`config.mk`:
```
export PLATFORM = sky130hd
export DESIGN_NAME = idli_pred_file_m
export DESIGN_NICKNAME = d
export VERILOG_FILES = /design/src/rtl/idli_pkg.sv /design/src/rtl/idli_pred_ser_m.sv /design/src/rtl/idli_pred_file_m.sv
export SDC_FILE = /design/constraint.sdc
export NUM_CORES = 1
export LEC_CHECK = 0
export CAP_MARGIN = 20
export CORE_UTILIZATION = 51
export DETAILED_ROUTE_END_ITERATION = 16
export PLACE_DENSITY = 0.89
export REMOVE_ABC_BUFFERS = 1
export SKIP_CTS_REPAIR_TIMING = 1
export SLEW_MARGIN = 20
export SYNTH_ARGS = -nofsm -noshare
export SYNTH_HDL_FRONTEND = slang
export SYNTH_SLANG_ARGS = --single-unit
```
`constraint.sdc`:
```
create_clock -name i_pred_gck -period 9.4 [get_ports i_pred_gck]
set_input_delay 1.88 -clock i_pred_gck [delete_from_list [all_inputs] [get_ports i_pred_gck]]
set_output_delay 1.88 -clock i_pred_gck [all_outputs]
set_load 0.01 [all_outputs]
```
`src/rtl/idli_pkg.sv`:
```
// Shared types for the idli predicate register file and its serial
// save/restore engine.
package idli_pkg;

    // Compound write operations applied against a predicate's current value.
    typedef enum logic [1:0] {
        PRED_SET = 2'd0,
        PRED_AND = 2'd1,
        PRED_OR  = 2'd2,
        PRED_XOR = 2'd3
    } pred_op_t;

    // Save/restore engine states.
    typedef enum logic [1:0] {
        IDLE = 2'd0,
        SAVE = 2'd1,
        LOAD = 2'd2
    } pred_ser_state_t;

    // Result of one write-port operation on a single predicate bit.
    function automatic logic pred_apply(input pred_op_t op, input logic old_v, input logic d);
        logic res;
        case (op)
            PRED_SET: res = d;
            PRED_AND: res = old_v & d;
            PRED_OR:  res = old_v | d;
            PRED_XOR: res = old_v ^ d;
            default:  res = d;
        endcase
        return res;
    endfunction

endpackage

```
`src/rtl/idli_pred_ser_m.sv`:
```
// Bit-serial save/restore engine: walks the writable predicates P0 upward,
// driving each flop value out during SAVE and requesting a load of the
// incoming bit during LOAD.
module idli_pred_ser_m
    import idli_pkg::*;
#(
    parameter int NUM_PREGS = 4,
    parameter int PW        = $clog2(NUM_PREGS)
) (
    input  logic                 clk,
    input  logic                 rst_n,
    input  logic                 sv_start,
    input  logic                 ld_start,
    input  logic [NUM_PREGS-2:0] regs,
    output logic [PW-1:0]        idx,
    output logic                 ld_en,
    output logic                 sv_data,
    output logic                 busy,
    output logic                 done
);

    localparam logic [PW-1:0] LAST_IDX = PW'(NUM_PREGS - 2);

    pred_ser_state_t state_q, state_d;
    logic [PW-1:0]   cnt_q, cnt_d;

    // Next state: SAVE beats LOAD on a simultaneous start; starts are ignored while busy.
    always_comb begin
        state_d = state_q;
        cnt_d   = cnt_q;
        case (state_q)
            IDLE: begin
                cnt_d = '0;
                if (sv_start) begin
                    state_d = SAVE;
                end else if (ld_start) begin
                    state_d = LOAD;
                end
            end
            SAVE, LOAD: begin
                if (cnt_q == LAST_IDX) begin
                    state_d = IDLE;
                    cnt_d   = '0;
                end else begin
                    cnt_d = cnt_q + 1'b1;
                end
            end
            default: begin
                state_d = IDLE;
                cnt_d   = '0;
            end
        endcase
    end

    // Outputs decoded from the current state and slot index.
    always_comb begin
        busy    = (state_q != IDLE);
        done    = busy && (cnt_q == LAST_IDX);
        ld_en   = (state_q == LOAD);
        idx     = cnt_q;
        sv_data = 1'b0;
        if (state_q == SAVE) begin
            for (int j = 0; j < NUM_PREGS - 1; j++) begin
                if (cnt_q == PW'(j)) begin
                    sv_data = regs[j];
                end
            end
        end
    end

    // State and slot counter; reset aborts any transfer in progress.
    always_ff @(posedge clk or negedge rst_n) begin
        if (!rst_n) begin
            state_q <= IDLE;
            cnt_q   <= '0;
        end else begin
            state_q <= state_d;
            cnt_q   <= cnt_d;
        end
    end

endmodule

```
`src/rtl/idli_pred_file_m.sv`:
```
// Parametrised predicate register file: chained compound writes, bypassed
// combinational reads, a hardwired-true top predicate and a serial
// save/restore channel for context switches.
module idli_pred_file_m
    import idli_pkg::*;
#(
    parameter int   NUM_PREGS = 4,
    parameter int   NUM_RD    = 2,
    parameter int   NUM_WR    = 2,
    parameter logic RST_VAL   = 1'b0
) (
    input  logic                                 i_pred_gck,
    input  logic                                 i_pred_rst_n,
    input  logic [NUM_RD*$clog2(NUM_PREGS)-1:0]  i_pred_rd,
    output logic [NUM_RD-1:0]                    o_pred_rd_data,
    input  logic [NUM_WR*$clog2(NUM_PREGS)-1:0]  i_pred_wr,
    input  logic [NUM_WR-1:0]                    i_pred_wr_en,
    input  logic [NUM_WR*2-1:0]                  i_pred_wr_op,
    input  logic [NUM_WR-1:0]                    i_pred_wr_data,
    input  logic                                 i_pred_sv_start,
    input  logic                                 i_pred_ld_start,
    input  logic                                 i_pred_ld_data,
    output logic                                 o_pred_sv_data,
    output logic                                 o_pred_busy,
    output logic                                 o_pred_done
);

    localparam int PW = $clog2(NUM_PREGS);
    localparam int NW = NUM_PREGS - 1;   // writable predicates; index NW is always true

    if (NUM_PREGS < 2 || NUM_RD < 1 || NUM_WR < 1) begin : g_bad_params
        $error("idli_pred_file_m: need NUM_PREGS >= 2, NUM_RD >= 1, NUM_WR >= 1");
    end

    logic [NW-1:0] regs_q, regs_d;
    logic [NW-1:0] wr_res;
    logic [PW-1:0] ser_idx;
    logic          ser_ld_en;

    idli_pred_ser_m #(
        .NUM_PREGS (NUM_PREGS),
        .PW        (PW)
    ) u_ser (
        .clk      (i_pred_gck),
        .rst_n    (i_pred_rst_n),
        .sv_start (i_pred_sv_start),
        .ld_start (i_pred_ld_start),
        .regs     (regs_q),
        .idx      (ser_idx),
        .ld_en    (ser_ld_en),
        .sv_data  (o_pred_sv_data),
        .busy     (o_pred_busy),
        .done     (o_pred_done)
    );

    // Apply write ports in order so each port sees the result of the lower ones.
    always_comb begin
        wr_res = regs_q;
        for (int k = 0; k < NUM_WR; k++) begin
            if (i_pred_wr_en[k]) begin
                for (int j = 0; j < NW; j++) begin
                    if (i_pred_wr[k*PW +: PW] == PW'(j)) begin
                        wr_res[j] = pred_apply(pred_op_t'(i_pred_wr_op[k*2 +: 2]),
                                               wr_res[j], i_pred_wr_data[k]);
                    end
                end
            end
        end
    end

    // Restore bit overrides any port write to the slot being loaded.
    always_comb begin
        regs_d = wr_res;
        if (ser_ld_en) begin
            for (int j = 0; j < NW; j++) begin
                if (ser_idx == PW'(j)) begin
                    regs_d[j] = i_pred_ld_data;
                end
            end
        end
    end

    // Read ports see the chained write result; out-of-range and top index read as true.
    always_comb begin
        for (int r = 0; r < NUM_RD; r++) begin
            o_pred_rd_data[r] = 1'b1;
            for (int j = 0; j < NW; j++) begin
                if (i_pred_rd[r*PW +: PW] == PW'(j)) begin
                    o_pred_rd_data[r] = wr_res[j];
                end
            end
        end
    end

    // Predicate storage.
    always_ff @(posedge i_pred_gck or negedge i_pred_rst_n) begin
        if (!i_pred_rst_n) begin
            regs_q <= {NW{RST_VAL}};
        end else begin
            regs_q <= regs_d;
        end
    end

endmodule

```
==> metrics.csv, run 1 <==
metric,value,unit
outcome,finished clean,
CP required,7.52,ns
CTS tree,yes,
total placed instance area,0.00122,mm²
vias per cell,5.77,
htree depth,1,
Max Slew Vio Count,0,
max_cap viols,0,
Die ar.,0.00201,mm²
Pleak,0.547,nW
Ports,26,
worst vdd ir,0.174,mV
Internal Power,136,µW
clock latency at the later pin of the worst-skew pair,0.25,ns
Final nets,170,
Worst Max-Slew Pin Slew,0.562,ns
number of buffers created by CTS,3,
DRC Markers,0,
CTS Sinks,7,
share of cells above drive strength 1,6.72,%
largest net degree at the start of global routing,9,
yosys warns,0,
clock skew,0.00616,ns
Fin. Hold Viols,0,
Crit. End Element,output pin,
post-synth top area share,18.7,%
Routed Antenna Nets,0,
drt first pass iters,4,
Synth async-reset ratio,100,%
initial core utilization,54.1,%
via count,917,
Sequential Power Share,24.8,%
crit path max-delay cell type,clkdlybuf4s50_1,
sequential-to-total area share from yosys stat,18.7,%
Iteration-0 DRC Markers,10,
pwr dens,192,mW/mm²
setup_tns,0,ns
clock-pin slew on the worst setup and hold paths,0.05,ns
top post-synthesis cells by area,"dfrtp_1 (19%), ha_1 (19%), inv_1 (6.4%)",
total gr overflow,0,
Tot Pwr,238,µW
Total GRT Usage,25.4,%
Netlist cell types,32,
Clock Root Buffer,clkbuf_4,
nature of the critical path startpoint,input port,
Die W,44.8,µm
crit path DAT,5.44,ns
die height,44.8,µm
Gate Count Post-Synth,105,
Slowest Stage Delay on Critical Path,0.59,ns
"Primary FF master, synth",dfrtp_1,
critical path type,in -> out,
power share of the combinational group,63.4,%
RePlAce Congestion,0.816,
drt total wl,2.27,mm
clock share of power,11.7,%
worst-path cell chain,"clkdlybuf4s50_1, inv_1, ha_1, mux2_4, nor4b_2, nor3_1, ha_1, mux2_2, nand3_1, o41ai_1, a2111oi_0, nor3_1, clkdlybuf4s50_1",
wire length per cell,14.2,µm
Hold Path Class,reg -> reg,
switching fraction of total power,42.9,%
PnR worst setup slack,2.08,ns
cell area after layout,0.00124,mm²
"Avg Cell Area, Syn",8.90,µm²
unrepaired setup endpoints after global routing,false,
Critical path buffers and inverters,3,
DP HPWL,1.85,mm
"area leader, netlist",dfrtp_1,
Fmax achieved,137,MHz
initial antenna violation count,0,
"EDFF count, synth",0,
Net Sw Power,102,µW
crit path max fanout,7,
Top delay family on crit path,buffers and inverters,
first-pass GRT wire length,3.66,mm
final setup fails,0,
synthesized flop and latch total,7,
clk buf depth,2,
Mapped Area,935,µm²
Synth-to-Final Area Change,32.9,%
Period minus WS final,7.32,ns
fin cells,159,
Diodes inserted,0,
Final period util,77.9,%
placed cell count,155,
vias in the first global route,934,
Placement Setup Slack,2.07,ns
Port Buffers,25,
Cell Rows,15,
Max transition margin,62.0,%
Core Footprint,0.00173,mm²
cells in the mapped netlist, types with 2 or more instances:
| master | count |
|---|---|
| and3b_1 | 3 |
| o41ai_1 | 2 |
| nand3_1 | 3 |
| ha_1 | 14 |
| nand3b_1 | 4 |
| inv_1 | 16 |
| nor3_1 | 3 |
| nand2b_1 | 6 |
| mux2i_1 | 2 |
| dfrtp_1 | 7 |
| nor3b_1 | 3 |
| a2111oi_0 | 2 |
| nand2_1 | 6 |
| o211ai_1 | 2 |
| a21oi_1 | 7 |
| nor2_1 | 4 |
| o21ai_0 | 5 |
| mux4_2 | 2 |
state kept, by name, summed over array words and instances (netlist names):
register       cells
regs_q             3
u_ser.state_q      2
u_ser.idx          2
metrics by stage:
step                hold WS (ns)  util [%]
floorplan                  0.494         -
global placement           0.513      70.4
detailed placement         0.538      70.4
CTS                        0.552      72.0
global route               0.585      72.0
finish                     0.552      72.0
path summary, 6_finish.rpt:
kind / endpoint / slack, ns / startpoint / cells past startpoint
setup / recovery: o_pred_rd_data[0] / 2.08 / i_pred_wr_data[0] / 13
hold / removal: u_ser.state_q[0] / 0.55 / u_ser.state_q[0] / 1
setup reg to reg: regs_q[2] / 6.64 / regs_q[2] / 9
hold reg to reg: u_ser.state_q[0] / 0.55 / u_ser.state_q[0] / 1
max in group asynchronous: u_ser.state_q[0] / 7.27 / i_pred_rst_n / 1
min in group asynchronous: u_ser.idx[1] / 1.88 / i_pred_rst_n / 1
power by group through the flow:
stage | logic, mW | registers (mW) | clock network [mW]
CTS | 0.151 | 0.0588 | 0.0288
global route | 0.170 | 0.0609 | 0.0298
floorplan | 0.0976 | 0.0545 | 0
detailed placement | 0.149 | 0.0593 | 0
finish | 0.151 | 0.0592 | 0.0279
global placement | 0.138 | 0.0577 | 0
kinds of logic after synthesis:
logic type	after synthesis	share of synthesized area (%)
simple gates	36	23.3
mux	7	12.6
flops	7	18.7
buf+inv	16	6.43
fa+ha+maj	14	18.7
compound gates	25	20.2
cell type report:
type	instances	area, µm²
Timing Repair Buffer	25	250
Clock buffer	4	26.3
Tap cell	25	31.3
Fill cell	144	484
Multi-Input combinational cell	82	699
Inverter	16	60.1
Sequential cell	7	175
per-layer routing:
layer | share of wire [%] | vias up | GRT usage (%) | routed length [µm]
met5 | 0 | - | 0 | 0
met1 | 40 | 426 | 27.7 | 907
met4 | 2.0 | 0 | 13.9 | 46
met2 | 51 | 38 | 46.5 | 1160
li1 | - | 442 | - | -
met3 | 6.4 | 11 | 4.40 | 146
cells in the final DEF (no fill, tap or decap), drive strengths merged:
master / Yosys / layout
o211ai: 2 / 2
a211o: 1 / 1
o41ai: 2 / 2
a21oi: 7 / 7
o21a: 1 / 1
nand2: 6 / 6
nand3b: 4 / 4
inv: 16 / 16
and2: 1 / 1
a21boi: 1 / 1
mux4: 3 / 3
a32o: 1 / 1
nand3: 3 / 3
mux2i: 2 / 2
clkdlybuf4s50: 0 / 25
a221o: 1 / 1
clkbuf: 0 / 4
nor2b: 1 / 1
ha: 14 / 14
o21ai: 5 / 5
nor3b: 3 / 3
mux2: 2 / 2
a211oi: 1 / 1
nand2b: 6 / 6
dfrtp: 7 / 7
nor2: 4 / 4
nor3: 3 / 3
a2111oi: 3 / 3
and3b: 3 / 3
nor4b: 1 / 1
or2: 1 / 1
No activity file was read; power rests on OpenSTA's default activity.
==> run 2: changes to the inputs <==
--- a/config.mk
+++ b/config.mk
@@ -6,9 +6,9 @@
 export NUM_CORES = 1
 export LEC_CHECK = 0
 export CAP_MARGIN = 20
-export CORE_UTILIZATION = 51
+export CORE_UTILIZATION = 43
 export DETAILED_ROUTE_END_ITERATION = 16
-export PLACE_DENSITY = 0.89
+export PLACE_DENSITY = 0.81
 export REMOVE_ABC_BUFFERS = 1
 export SKIP_CTS_REPAIR_TIMING = 1
 export SLEW_MARGIN = 20
==> constraint.sdc (replaced) <==
create_clock -name i_pred_gck -period 6.64 [get_ports i_pred_gck]
set_input_delay 1.328 -clock i_pred_gck [delete_from_list [all_inputs] [get_ports i_pred_gck]]
set_output_delay 1.328 -clock i_pred_gck [all_outputs]
set_load 0.01 [all_outputs]
==> run 2 against run 1 <==
  * First-iteration DRC count rose by 70%
  * Register-to-register slack got worse by 2.7 ns
  * Clock power up 34%
  * Hold slack worse by 0.020 ns
  * Via count fell by 1.6%
  * Highest routed layer unchanged
  * Non-clock buffer count did not move
  * Clock skew fell by 0.0037 ns
  * Worst setup slack got worse by 1.5 ns
  * Critical path depth unchanged
  * Die area increased by 18%
  * Total power rose by 37%
  * Cell area grew 0.20%
==> metrics.csv, run 2 (same netlist as run 1, synthesis figures left out) <==
metric,value,unit,change
pwr dens,263,mW/mm²,+37%
Worst Max-Slew Pin Slew,0.592,ns,+0.0295 ns
CTS tree,yes,,
max_cap viols,0,,unchanged
Max Slew Vio Count,0,,unchanged
clock-pin slew on the worst setup and hold paths,0.05,ns,about the same
vias per cell,5.60,,-2.9%
Final period util,92.0,%,
Hold Path Class,reg -> reg,,
most frequent cells in the layout,"clkdlybuf4s50_1 (25), inv_1 (16), ha_1 (14)",,
worst-path cell chain,"clkdlybuf4s50_1, inv_1, ha_1, mux2_4, nor4b_2, nor3_1, ha_1, mux2_2, nand3_1, o41ai_1, a2111oi_0, nor3_1, clkdlybuf4s50_1",,
Diodes inserted,0,,unchanged
Clock Root Buffer,clkbuf_4,,
drt first pass iters,4,,unchanged
crit path max-delay cell type,clkdlybuf4s50_1,,
initial core utilization,46.7,%,-7.4 points
Fmax achieved,164,MHz,
number of buffers created by CTS,3,,unchanged
Die W,48.6,µm,+8.5%
Period minus WS final,6.11,ns,
Final nets,170,,unchanged
crit path DAT,4.78,ns,-0.66 ns
clock latency at the later pin of the worst-skew pair,0.24,ns,about the same
Ports,26,,unchanged
Iteration-0 DRC Markers,17,,+7
Reg with most FFs,regs_q,,
CP required,5.31,ns,-2.21 ns
RePlAce Congestion,0.839,,+2.9%
Crit. End Element,output pin,,
htree depth,1,,unchanged
nature of the critical path startpoint,input port,,
Core Footprint,0.00200,mm²,+16%
via count,902,,-1.6%
Placement Setup Slack,0.514,ns,-1.56 ns
Cell Rows,16,,+1
PnR worst setup slack,0.533,ns,-1.54 ns
die height,48.6,µm,+8.5%
largest net degree at the start of global routing,9,,unchanged
DP HPWL,1.72,mm,-6.9%
initial antenna violation count,0,,unchanged
Port Buffers,25,,unchanged
outcome,finished clean,,
fin cells,161,,+1.3%
unrepaired setup endpoints after global routing,false,,
Die ar.,0.00236,mm²,+18%
crit path max fanout,7,,unchanged
Fin. Hold Viols,0,,unchanged
Slowest Stage Delay on Critical Path,0.60,ns,about the same
"most common cell after layout, fill and taps aside",clkdlybuf4s50_1,,
Max transition margin,60.0,%,-2.0 points
Total GRT Usage,19.4,%,-6.0 points
Pleak,0.547,nW,unchanged
max reg flops,3,,unchanged
drt total wl,2.13,mm,-6.0%
vias in the first global route,951,,+1.8%
Synth-to-Final Area Change,33.2,%,
total gr overflow,0,,unchanged
Routed Antenna Nets,0,,unchanged
first-pass GRT wire length,3.75,mm,+2.4%
DRC Markers,0,,unchanged
clock skew,0.00246,ns,-0.00370 ns
CTS Sinks,7,,unchanged
final setup fails,0,,unchanged
Min-Delay Path Depth,1,,unchanged
share of cells above drive strength 1,6.72,%,unchanged
r2r worst-path depth,9,,unchanged
total placed instance area,0.00122,mm²,+0.21%
clk buf depth,2,,unchanged
placed cell count,157,,+1.3%
wire length per cell,13.2,µm,-7.2%
critical path type,in -> out,,
cell area after layout,0.00124,mm²,+0.20%
setup_tns,0,ns,unchanged
worst vdd ir,0.197,mV,+13%
run 2: cell type report:
cell class | count | area, µm²
Fill cell | 185 | 757
Multi-Input combinational cell | 82 | 699
Timing Repair Buffer | 25 | 250
Sequential cell | 7 | 175
Inverter | 16 | 60.1
Tap cell | 27 | 33.8
Clock buffer | 4 | 26.3
run 2: worst paths after layout:
check                                       start                end  slack, ns
max in group asynchronous            i_pred_rst_n          regs_q[0]       5.06
min in group asynchronous            i_pred_rst_n       u_ser.idx[0]       1.34
worst min-delay path             u_ser.state_q[0]   u_ser.state_q[0]       0.53
worst max-delay path            i_pred_wr_data[0]  o_pred_rd_data[1]       0.53
worst max register to register          regs_q[2]          regs_q[2]       3.92
worst min register to register   u_ser.state_q[0]   u_ser.state_q[0]       0.53
run 2: power breakdown:
| part | internal [mW] | leakage (nW) | switching [mW] | total, mW |
|---|---|---|---|---|
| clock network | 0.0229 | 0.0150 | 0.0145 | 0.0373 |
| logic | 0.106 | 0.446 | 0.0996 | 0.206 |
| registers | 0.0621 | 0.0860 | 0.0218 | 0.0839 |
| total | 0.191 | 0.547 | 0.136 | 0.327 |
run 2: per-layer routing:
layer	GRT usage, %	wire (µm)
met4	4.90	14
met5	0	0
met2	36.8	1020
met3	1.26	103
met1	23.3	991
run 2: metrics by stage:
| stage | hold slack, ns | utilization [%] | power [mW] |
|---|---|---|---|
| after floorplan | 0.494 | - | 0.215 |
| after global placement | 0.516 | 60.9 | 0.278 |
| after detailed placement | 0.528 | 60.9 | 0.290 |
| after CTS | 0.541 | 62.2 | 0.330 |
| after global routing | 0.580 | 62.2 | 0.363 |
| final | 0.533 | 62.2 | 0.327 |
run 2: worst max-delay path: cells and delay by family:
kind            cells  cell delay (ns)
compound gates      2             0.54
fa+ha+maj           2             0.57
buf+inv             3             1.21
mux                 2             0.52
simple gates        4             0.60
==> run 3: changes to the inputs <==
--- a/config.mk
+++ b/config.mk
@@ -8,7 +8,8 @@
 export CAP_MARGIN = 20
 export CORE_UTILIZATION = 43
 export DETAILED_ROUTE_END_ITERATION = 16
-export PLACE_DENSITY = 0.81
+export PLACE_DENSITY_LB_ADDON = 0.08
+export RECOVER_POWER = 100
 export REMOVE_ABC_BUFFERS = 1
 export SKIP_CTS_REPAIR_TIMING = 1
 export SLEW_MARGIN = 20
==> run 3 against run 2 <==
  * Via count shrank 3.1%
  * Clock power is essentially flat
  * Cell area is the same
  * Hold slack gained 0.0036 ns
  * Final cell count is the same
  * First-iteration DRC count shrank 82%
  * Die area is the same
  * Register-to-register slack gained 0.02 ns
  * Fmax shrank 0.29%
  * Sequential power shrank 2.5%
  * Critical path type unchanged
  * Critical endpoint is now o_pred_rd_data[0]
  * Largest power group unchanged
  * Highest routed layer is now met3
==> metrics.csv, run 3 (same netlist as run 1, synthesis figures left out) <==
metric,value,unit,change
crit path max fanout,7,,unchanged
total gr overflow,0,,unchanged
Fmax achieved,163,MHz,-0.29%
initial core utilization,46.7,%,unchanged
Ports,26,,unchanged
Synth-to-Final Area Change,33.2,%,unchanged
worst vdd ir,0.216,mV,+9.6%
launch point of the worst reg-to-reg path,regs_q[2],,
critical path type,in -> out,,
Reg with most FFs,regs_q,,
crit path DAT,4.80,ns,+0.02 ns
Period minus WS final,6.12,ns,+0.0177 ns
largest net degree at the start of global routing,9,,unchanged
htree depth,1,,unchanged
Tot Pwr,321,µW,-1.8%
Total GRT Usage,18.5,%,-0.94 points
drt total wl,2.02,mm,-4.9%
outcome,finished clean,,
Final nets,170,,unchanged
"most common cell after layout, fill and taps aside",clkdlybuf4s50_1,,
Die W,48.6,µm,unchanged
Critical Path End,o_pred_rd_data[0],,
Die ar.,0.00236,mm²,unchanged
share of cells above drive strength 1,6.72,%,unchanged
most frequent cells in the layout,"clkdlybuf4s50_1 (19), inv_1 (16), ha_1 (14)",,
Core Footprint,0.00200,mm²,unchanged
Port Buffers,25,,unchanged
CP required,5.31,ns,about the same
total placed instance area,0.00122,mm²,unchanged
Worst Max-Slew Pin Slew,0.601,ns,+0.00920 ns
max_cap viols,0,,unchanged
Hold Path Class,reg -> reg,,
max reg flops,3,,unchanged
setup_tns,0,ns,unchanged
via count,874,,-3.1%
clock skew,0.000627,ns,-0.00183 ns
Clock Root Buffer,clkbuf_4,,
CTS Sinks,7,,unchanged
first-pass GRT wire length,3.46,mm,-7.6%
initial antenna violation count,0,,unchanged
pwr dens,258,mW/mm²,-1.8%
vias per cell,5.43,,-3.1%
Iteration-0 DRC Markers,3,,-14
number of buffers created by CTS,3,,unchanged
r2r worst-path depth,9,,unchanged
DRC Markers,0,,unchanged
nature of the critical path startpoint,input port,,
Diodes inserted,0,,unchanged
clock latency at the later pin of the worst-skew pair,0.24,ns,about the same
vias in the first global route,847,,-11%
CTS tree,yes,,
Final period util,92.2,%,+0.27 points
Crit. End Element,output pin,,
drt first pass iters,4,,unchanged
unrepaired setup endpoints after global routing,false,,
DP HPWL,1.64,mm,-4.5%
Cell Rows,16,,unchanged
die height,48.6,µm,unchanged
RePlAce Congestion,0.811,,-3.4%
clk buf depth,2,,unchanged
wire length per cell,12.6,µm,-4.9%
"reg-to-reg slack, setup",3.94,ns,+0.02 ns
reg2reg end,regs_q[2],,
Routed Antenna Nets,0,,unchanged
cell area after layout,0.00124,mm²,unchanged
Fin. Hold Viols,0,,unchanged
Max Slew Vio Count,0,,unchanged
CP startpoint,i_pred_wr_data[0],,
Max transition margin,59.4,%,-0.62 points
final setup fails,0,,unchanged
Pleak,0.555,nW,+1.3%
clock-pin slew on the worst setup and hold paths,0.05,ns,about the same
## run 3: cell types whose count changed in the layout (fill, tap and decap cells not counted), sizes merged
cell / previous run / this run
clkdlybuf4s50: 25 / 19
dlygate4sd3: 0 / 6
## run 3: how the worst min path moves through the flow
stage	start	to	slack [ns]	cells after the start
2_1_floorplan	u_ser.state_q[0]	u_ser.state_q[0]	0.49	1
3_3_place_gp	u_ser.state_q[0]	u_ser.state_q[0]	0.52	1
3_5_place_dp	u_ser.state_q[0]	u_ser.state_q[0]	0.53	1
4_1_cts	u_ser.state_q[0]	u_ser.state_q[0]	0.54	1
5_1_grt	u_ser.state_q[0]	u_ser.state_q[0]	0.56	1
6_report	u_ser.state_q[0]	u_ser.state_q[0]	0.54	1
## run 3: worst max-delay path: stages
cell and delay [ns]:
dlygate4sd3_1 0.65, inv_1 0.11, ha_1 0.30, mux4_2 0.50, a21oi_1 0.21, ha_1 0.26, mux4_2 0.44, nand3b_1 0.25
a21oi_1 0.18, nor3_1 0.06, clkdlybuf4s50_1 0.49
## run 3: report_power, final
| part | total [mW] | internal [mW] | switching [mW] |
|---|---|---|---|
| clock | 0.0374 | 0.0229 | 0.0146 |
| sequential | 0.0818 | 0.0621 | 0.0197 |
| combinational | 0.202 | 0.103 | 0.0985 |
| total | 0.321 | 0.189 | 0.133 |
## run 3: through the flow
stage	hold WS (ns)	utilization, %	worst slack, ns	cells
floorplan	0.494	-	1.85	105
global placement	0.523	60.9	0.623	157
detailed placement	0.527	60.9	0.549	157
CTS	0.539	62.2	0.555	161
finish	0.536	62.2	0.515	161
global route	0.558	62.2	0.228	161
## run 3: metal layers
layer	vias up	global-route usage, %	share of wire [%]
met5	-	0	0
met4	0	5.88	0
met3	0	2.52	4.6
met2	21	33.1	48
met1	410	22.5	48
li1	443	-	-
## run 3: layout make-up
cell class	instances	area, µm²
multi-input cells	82	699
well taps	27	33.8
flip-flops and latches	7	175
repair buffers	25	250
fillers	192	757
inverters	16	60.1
clock buffers	4	26.3
